$ cat config.mk
export PLATFORM = sky130hd
export DESIGN_NAME = fetch_stage
export DESIGN_NICKNAME = d
export VERILOG_FILES = /design/src/rtl/fetch_stage.sv
export SDC_FILE = /design/constraint.sdc
export NUM_CORES = 1
export LEC_CHECK = 0
export ABC_AREA = 1
export BUFFER_PORTS_ARGS = -buffer_cell sky130_fd_sc_hd__buf_2
export CORE_ASPECT_RATIO = 1.75
export CORE_UTILIZATION = 25
export CTS_CLUSTER_SIZE = 28
export DETAILED_ROUTE_END_ITERATION = 8
export GPL_ROUTABILITY_DRIVEN = 0
export HOLD_SLACK_MARGIN = 0.12
export SKIP_LAST_GASP = 1
export SLEW_MARGIN = 20
export SYNTH_ARGS = -nofsm -noshare
export SYNTH_HDL_FRONTEND = slang
export SYNTH_SLANG_ARGS = --single-unit
$ cat constraint.sdc
create_clock -name clk -period 2.2 [get_ports clk]
set_clock_uncertainty 0.1 [all_clocks]
set_input_delay 0.33 -clock clk [delete_from_list [all_inputs] [get_ports clk]]
set_output_delay 0.33 -clock clk [all_outputs]
set_load 0.01 [all_outputs]
$ cat src/rtl/fetch_stage.sv
// fetch_stage: owns the program counter, keeps at most one instruction-memory
// read in flight, and presents the fetched instruction and its PC to IF/ID.
// Responses belonging to fetches abandoned by a redirect are dropped in DRAIN.
module fetch_stage #(
  parameter logic [31:0] RESET_PC = 32'h0000_0000
) (
  input  logic        clk,
  input  logic        reset,
  input  logic        stall,
  input  logic        redirect,
  input  logic [31:0] redirect_pc,
  output logic        imem_req,
  output logic [31:0] imem_addr,
  input  logic        imem_rvalid,
  input  logic [31:0] imem_rdata,
  output logic [31:0] Instr_F,
  output logic [31:0] PC_F,
  output logic        valid_F
);

  localparam logic [1:0] ST_REQ   = 2'd0;
  localparam logic [1:0] ST_WAIT  = 2'd1;
  localparam logic [1:0] ST_DRAIN = 2'd2;

  logic [1:0]  state_q, state_d;
  logic [31:0] pc_q, pc_d;
  logic [31:0] instr_q, instr_d;
  logic [31:0] pcf_q, pcf_d;
  logic        valid_q, valid_d;

  logic        slot_free;
  logic        consumed;
  logic        issue;
  logic [31:0] redirect_tgt;

  // Output-slot occupancy and request issue decision
  always_comb begin
    consumed     = valid_q && !stall;
    slot_free    = !valid_q || !stall;
    issue        = reset && (state_q == ST_REQ) && slot_free && !redirect;
    redirect_tgt = redirect_pc & ~32'h0000_0003;
  end

  assign imem_req  = issue;
  assign imem_addr = pc_q;
  assign Instr_F   = instr_q;
  assign PC_F      = pcf_q;
  assign valid_F   = valid_q;

  // Next-state logic: redirect first, then per-state fetch sequencing
  always_comb begin
    state_d = state_q;
    pc_d    = pc_q;
    instr_d = instr_q;
    pcf_d   = pcf_q;
    valid_d = valid_q;

    if (redirect) begin
      pc_d    = redirect_tgt;
      valid_d = 1'b0;
      case (state_q)
        // A response arriving with the redirect retires the outstanding
        // fetch, so nothing is left to drain (applies in DRAIN as well).
        ST_WAIT:  state_d = imem_rvalid ? ST_REQ : ST_DRAIN;
        ST_DRAIN: state_d = imem_rvalid ? ST_REQ : ST_DRAIN;
        default:  state_d = ST_REQ;
      endcase
    end else begin
      case (state_q)
        ST_REQ: begin
          if (issue) begin
            state_d = ST_WAIT;
            if (consumed) begin
              valid_d = 1'b0;
            end
          end
        end
        ST_WAIT: begin
          if (imem_rvalid) begin
            instr_d = imem_rdata;
            pcf_d   = pc_q;
            valid_d = 1'b1;
            pc_d    = pc_q + 32'd4;
            state_d = ST_REQ;
          end else if (consumed) begin
            valid_d = 1'b0;
          end
        end
        ST_DRAIN: begin
          if (imem_rvalid) begin
            state_d = ST_REQ;
          end
        end
        default: begin
          state_d = ST_REQ;
        end
      endcase
    end
  end

  // State registers with synchronous active-low reset
  always_ff @(posedge clk) begin
    if (!reset) begin
      state_q <= ST_REQ;
      pc_q    <= RESET_PC;
      instr_q <= '0;
      pcf_q   <= '0;
      valid_q <= 1'b0;
    end else begin
      state_q <= state_d;
      pc_q    <= pc_d;
      instr_q <= instr_d;
      pcf_q   <= pcf_d;
      valid_q <= valid_d;
    end
  end

endmodule

Yosys cells after proc, flatten, opt, wreduce, memory -nomap -nowiden
Index checks and enable logic that the tools add are counted.
Word-level totals
  register bits: 99
  input port bits: 69
  output and inout port bits: 98
  logic and storage cells: 46
Cells by class
  add/subtract/negate cells: 1
  equal/unequal tests: 5
  multiplexer cells: 13
  bitwise operators: 2
  reduce and logical (&&, ||, !) cells: 19
Operators by type and width (number)
  $mux 32: 3
  $add 32x3->32 const B: 1
  $mux 2: 5
  $reduce_and 2->1: 4
  $reduce_bool 2->1: 3
  $logic_and 1x1->1: 4
  $pmux 2 s2: 1
  $reduce_or 2->1: 2
  $logic_not 1->1: 3
  $mux 1: 3
  $ne 3x1->1 const B: 1
  $ne 3x3->1 const B: 1
  $reduce_and 3->1: 1
  $eq 2x1->1 const B: 1
  $eq 2x2->1 const B: 1
  $logic_not 2->1: 1
  $ne 2x2->1 const B: 1
  $not 1->1: 2
  $pmux 1 s2: 1
  $logic_or 1x1->1: 1

Logic depth before layout (Yosys ltp)
  depth in word-level cells: 7
  depth in mapped cells: 11
  mapped depth without buffers: 10

Worst setup path after synthesis
Ideal clock, no wire load.
  kind: flip-flop to flip-flop
  start point: register state_q[1]
  end point: register pc_q[12] (netlist: imem_addr[12])
  library setup time: 0.110 ns
  arrival time: 1.393 ns
  required time: 1.990 ns
  setup slack: 0.597 ns
  cell stages (with the launch flop): 12
  buffers on the path: 1
  period minus slack after synthesis: 1.603 ns
  cells stage by stage: dfxtp_1 inv_1 ha_1 nand2_4 inv_4 nor2_4 inv_2 buf_4 nand4_1 nand3_1 nand2_1 inv_1
Between the ends
  longest elaborated chain between the ends: 3
Ends and longest elaborated chain
  start: declaration: RTL line 25  | logic [1:0] state_q, state_d;
  start signal: assignment: RTL line 110  | state_q <= state_d;
  $eq 2x1->1: RTL line 69  | case (state_q)
  $reduce_bool 2->1 (no source line)
  $reduce_and 2->1 (no source line)
  end signal: assignment: RTL line 111  | pc_q <= pc_d;
  end: declaration: RTL line 26  | logic [31:0] pc_q, pc_d;
No other way between the ends.
A chain may end at the register's enable or synchronous reset.

Worst setup path after layout
  start point: register pc_q[2] (netlist: imem_addr[2])
  end point: register pc_q[20] (netlist: imem_addr[20])
Between the ends
  longest elaborated chain between the ends: 4
Ends and longest elaborated chain
  $add 32x3->32: RTL line 83  | pc_d = pc_q + 32'd4;
  $mux 32: RTL line 79  | if (imem_rvalid) begin
  $mux 32: RTL line 69
  $mux 32: RTL line 58  | if (redirect) begin
No other way between the ends. The select of a mux whose other input is x is not followed.

==> out/qor.csv <==
metric,value,unit
dieArea,18900,sq um
vias_per_cell,4.496,
cpPeakStageDelay,0.47,ns
syn_area_per_cell,6.904,sq um
ys_seq_elements,95,
run_status,"complete, no violations",
synth-seq-area-share,41.48,%
drt-total-wl,15950,um
place_hpwl,11430,um
ys_warn_count,0,
clock.fmax,0.5403,GHz
buffer_ports.inserted,160,
critical_path.most_common_cell,sky130_fd_sc_hd__nand2_1,
vias,4860,
crit_path_cell_trace,ha_1 > nand2_2 > nor2_4 > nand2_2 > nor2_4 > nand3_1 > nand2_1 > nand2_1 > nand2_1 > a21oi_1,
critical_path_capture_point_type,flop,
synthesis.area,4584,sq um
crit_path_kind,reg -> reg,
synthesized_instance_count,664,
grt_max_degree,88,
r2r-start,imem_addr[2],
core_area,17970,sq um
track_usage,16.96,%
hold_path.class,in -> reg,
layout.cells.most_common,sky130_fd_sc_hd__buf_2,
rows,65,
setup.worst_path.start_class,flop,
report.final.hold_viol_count,0,
worstPathArrival,1.99,ns
drtPass1Iterations,4,
layout.cells.most_common_list,"sky130_fd_sc_hd__buf_2 (160), sky130_fd_sc_hd__nand2_1 (128), sky130_fd_sc_hd__nor2_1 (114)",
reg2reg_slack,0.35,ns
timing_max_transition_violations_final,0,
p_leak,2.930,nW
final_nets,912,
cts_resized,0,
r2r.worst_path.cells,10,
edff_count_synth,0,
tritoncts,done,
count_of_different_cell_masters_after_synthesis,35,
regToRegEndpoint,imem_addr[20],
htree_num_levels,3,
initial_core_util,25.51,%
worst_hold_margin,0.1370,ns
clock_sinks,95,
n_fill_cell,1902,
min_period_over_period,84.13,%
cts_buffers,9,
critical_path_required,2.34,ns
grt_pass1_vias,4676,
layout-drive-gt1-share,26.39,%
cpMaxStageDelayCell,sky130_fd_sc_hd__dfxtp_1,
synth-main-ff-cell,sky130_fd_sc_hd__dfxtp_1,
irDropWorstVdd,0.0003368,V
maximum_fanout_along_the_worst_path,5,
die_w,104.4,um
setup_repair_after_global_routing_missed_its_margin,false,
cts_root_buffer,sky130_fd_sc_hd__clkbuf_16,
grt_pass1_wl,24770,um
cts_hold_buffers,31,
wl_per_cell,14.76,um
drtAntennaViolNets,0,
finalSetupViolCount,0,
max_cap_viol_count,0,
power.density_cell_area,625.5,nW/um^2
grt_remaining_overflow,0,
postSynth.asyncResetShare,0,%
setup_total_negative_slack,0,ns
finalWorstPathRequiredPeriod,1.851,ns
clk_path_buf_depth,2,
detailedRoute.firstIterationViolations,221,
top_level_ports,167,
syn_to_final_growth,35.29,%
post-cts-setup-buffers,0,
number_of_cells_on_the_worst_hold_path,3,
die-height,181.1,um
worst_skew_pair.late_latency,0.36,ns
setup.worst_path.end,imem_addr[20],
grt_antenna_before_repair,2,
cts.reportedPaths.clkPinSlew,0.07,ns
crit_path_start,imem_addr[2],
drc,0,
## layout make-up
type / count / area [sq um] / area share (%)
Multi-Input combinational cell: 475 / 2293 / 36.98
Antenna cell: 2 / 5.005 / 0.08069
Clock inverter: 5 / 33.78 / 0.5447
Clock buffer: 11 / 242.7 / 3.914
Sequential cell: 95 / 1902 / 30.66
Tap cell: 234 / 292.8 / 4.721
Inverter: 61 / 231.5 / 3.732
Timing Repair Buffer: 198 / 1201 / 19.37
## cell usage after synthesis, types with 5 or more instances
cell | n | area share (%)
sky130_fd_sc_hd__buf_4 | 6 | 0.98
sky130_fd_sc_hd__o211ai_1 | 6 | 0.98
sky130_fd_sc_hd__buf_2 | 9 | 0.98
sky130_fd_sc_hd__nand2_1 | 128 | 10
sky130_fd_sc_hd__nor2_2 | 6 | 0.82
sky130_fd_sc_hd__a21oi_1 | 41 | 4.5
sky130_fd_sc_hd__nor2_4 | 10 | 2.5
sky130_fd_sc_hd__clkbuf_1 | 19 | 1.6
sky130_fd_sc_hd__inv_2 | 6 | 0.49
sky130_fd_sc_hd__nand3_1 | 48 | 5.2
sky130_fd_sc_hd__a31oi_1 | 5 | 0.68
sky130_fd_sc_hd__inv_1 | 54 | 4.4
sky130_fd_sc_hd__nand4_1 | 6 | 0.82
sky130_fd_sc_hd__nor2_1 | 114 | 9.3
sky130_fd_sc_hd__dfxtp_1 | 95 | 41
sky130_fd_sc_hd__nand2_2 | 8 | 1.1
sky130_fd_sc_hd__o21ai_1 | 5 | 0.55
sky130_fd_sc_hd__o21ai_0 | 72 | 7.9
## routing by layer
metal	vias to the layer above	routed length [um]	track usage [%]	share of wire [%]
met5	-	0	0	0
met4	0	725	9.486	4.5
met3	37	1005	4.906	6.3
met2	136	8163	30.73	51
met1	2192	6059	17.16	38
li1	2495	-	-	-
## critical path, delay by kind of cell, from the launching register on
family          cells  cell delay [ns]
simple gates        8             0.86
flops               1             0.47
fa+ha+maj           1             0.24
compound gates      1             0.05
## power by group
part	switching (mW)	internal (mW)
Clock	0.714	0.797
Combinational	0.292	0.213
Sequential	0.0758	1.79
## worst min-delay path by stage
stage                               start            end  slack (ns)
after floorplan            imem_rdata[10]    Instr_F[10]        0.36
after global placement            valid_F        valid_F        0.36
after detailed placement          valid_F        valid_F        0.37
after CTS                 redirect_pc[14]  imem_addr[14]        0.13
after global routing       redirect_pc[3]   imem_addr[3]        0.15
final                     redirect_pc[14]  imem_addr[14]        0.14
## metrics by stage
step                      utilization [%]  power (mW)  std cells  instance area [sq um]  setup WS (ns)
after floorplan                         -       2.144        667                   4596         0.5967
final                               34.51       3.880       1081                   6202         0.3490
after global placement              31.21       2.365       1032                   5610         0.3525
after detailed placement            31.21       2.371       1032                   5610         0.3393
after global routing                34.51       4.061       1081                   6202         0.1232
after CTS                           34.48       3.938       1079                   6197         0.3184
## logic make-up (layout without fill, tap and decap cells)
logic type / after synthesis / after routing / synth area share (%)
other cells: 1 / 6 / 0.08180
flops: 95 / 95 / 41.48
compound gates: 136 / 136 / 16.08
buf+inv: 97 / 275 / 8.734
fa+ha+maj: 3 / 3 / 0.8189
simple gates: 332 / 332 / 32.81
## flip-flops by register name, indices dropped and copies added, names as in the netlist
signal,cells
Instr_F,32
imem_addr,30
PC_F,30
state_q,2
valid_F,1
Power figures use the tool's default switching activity.
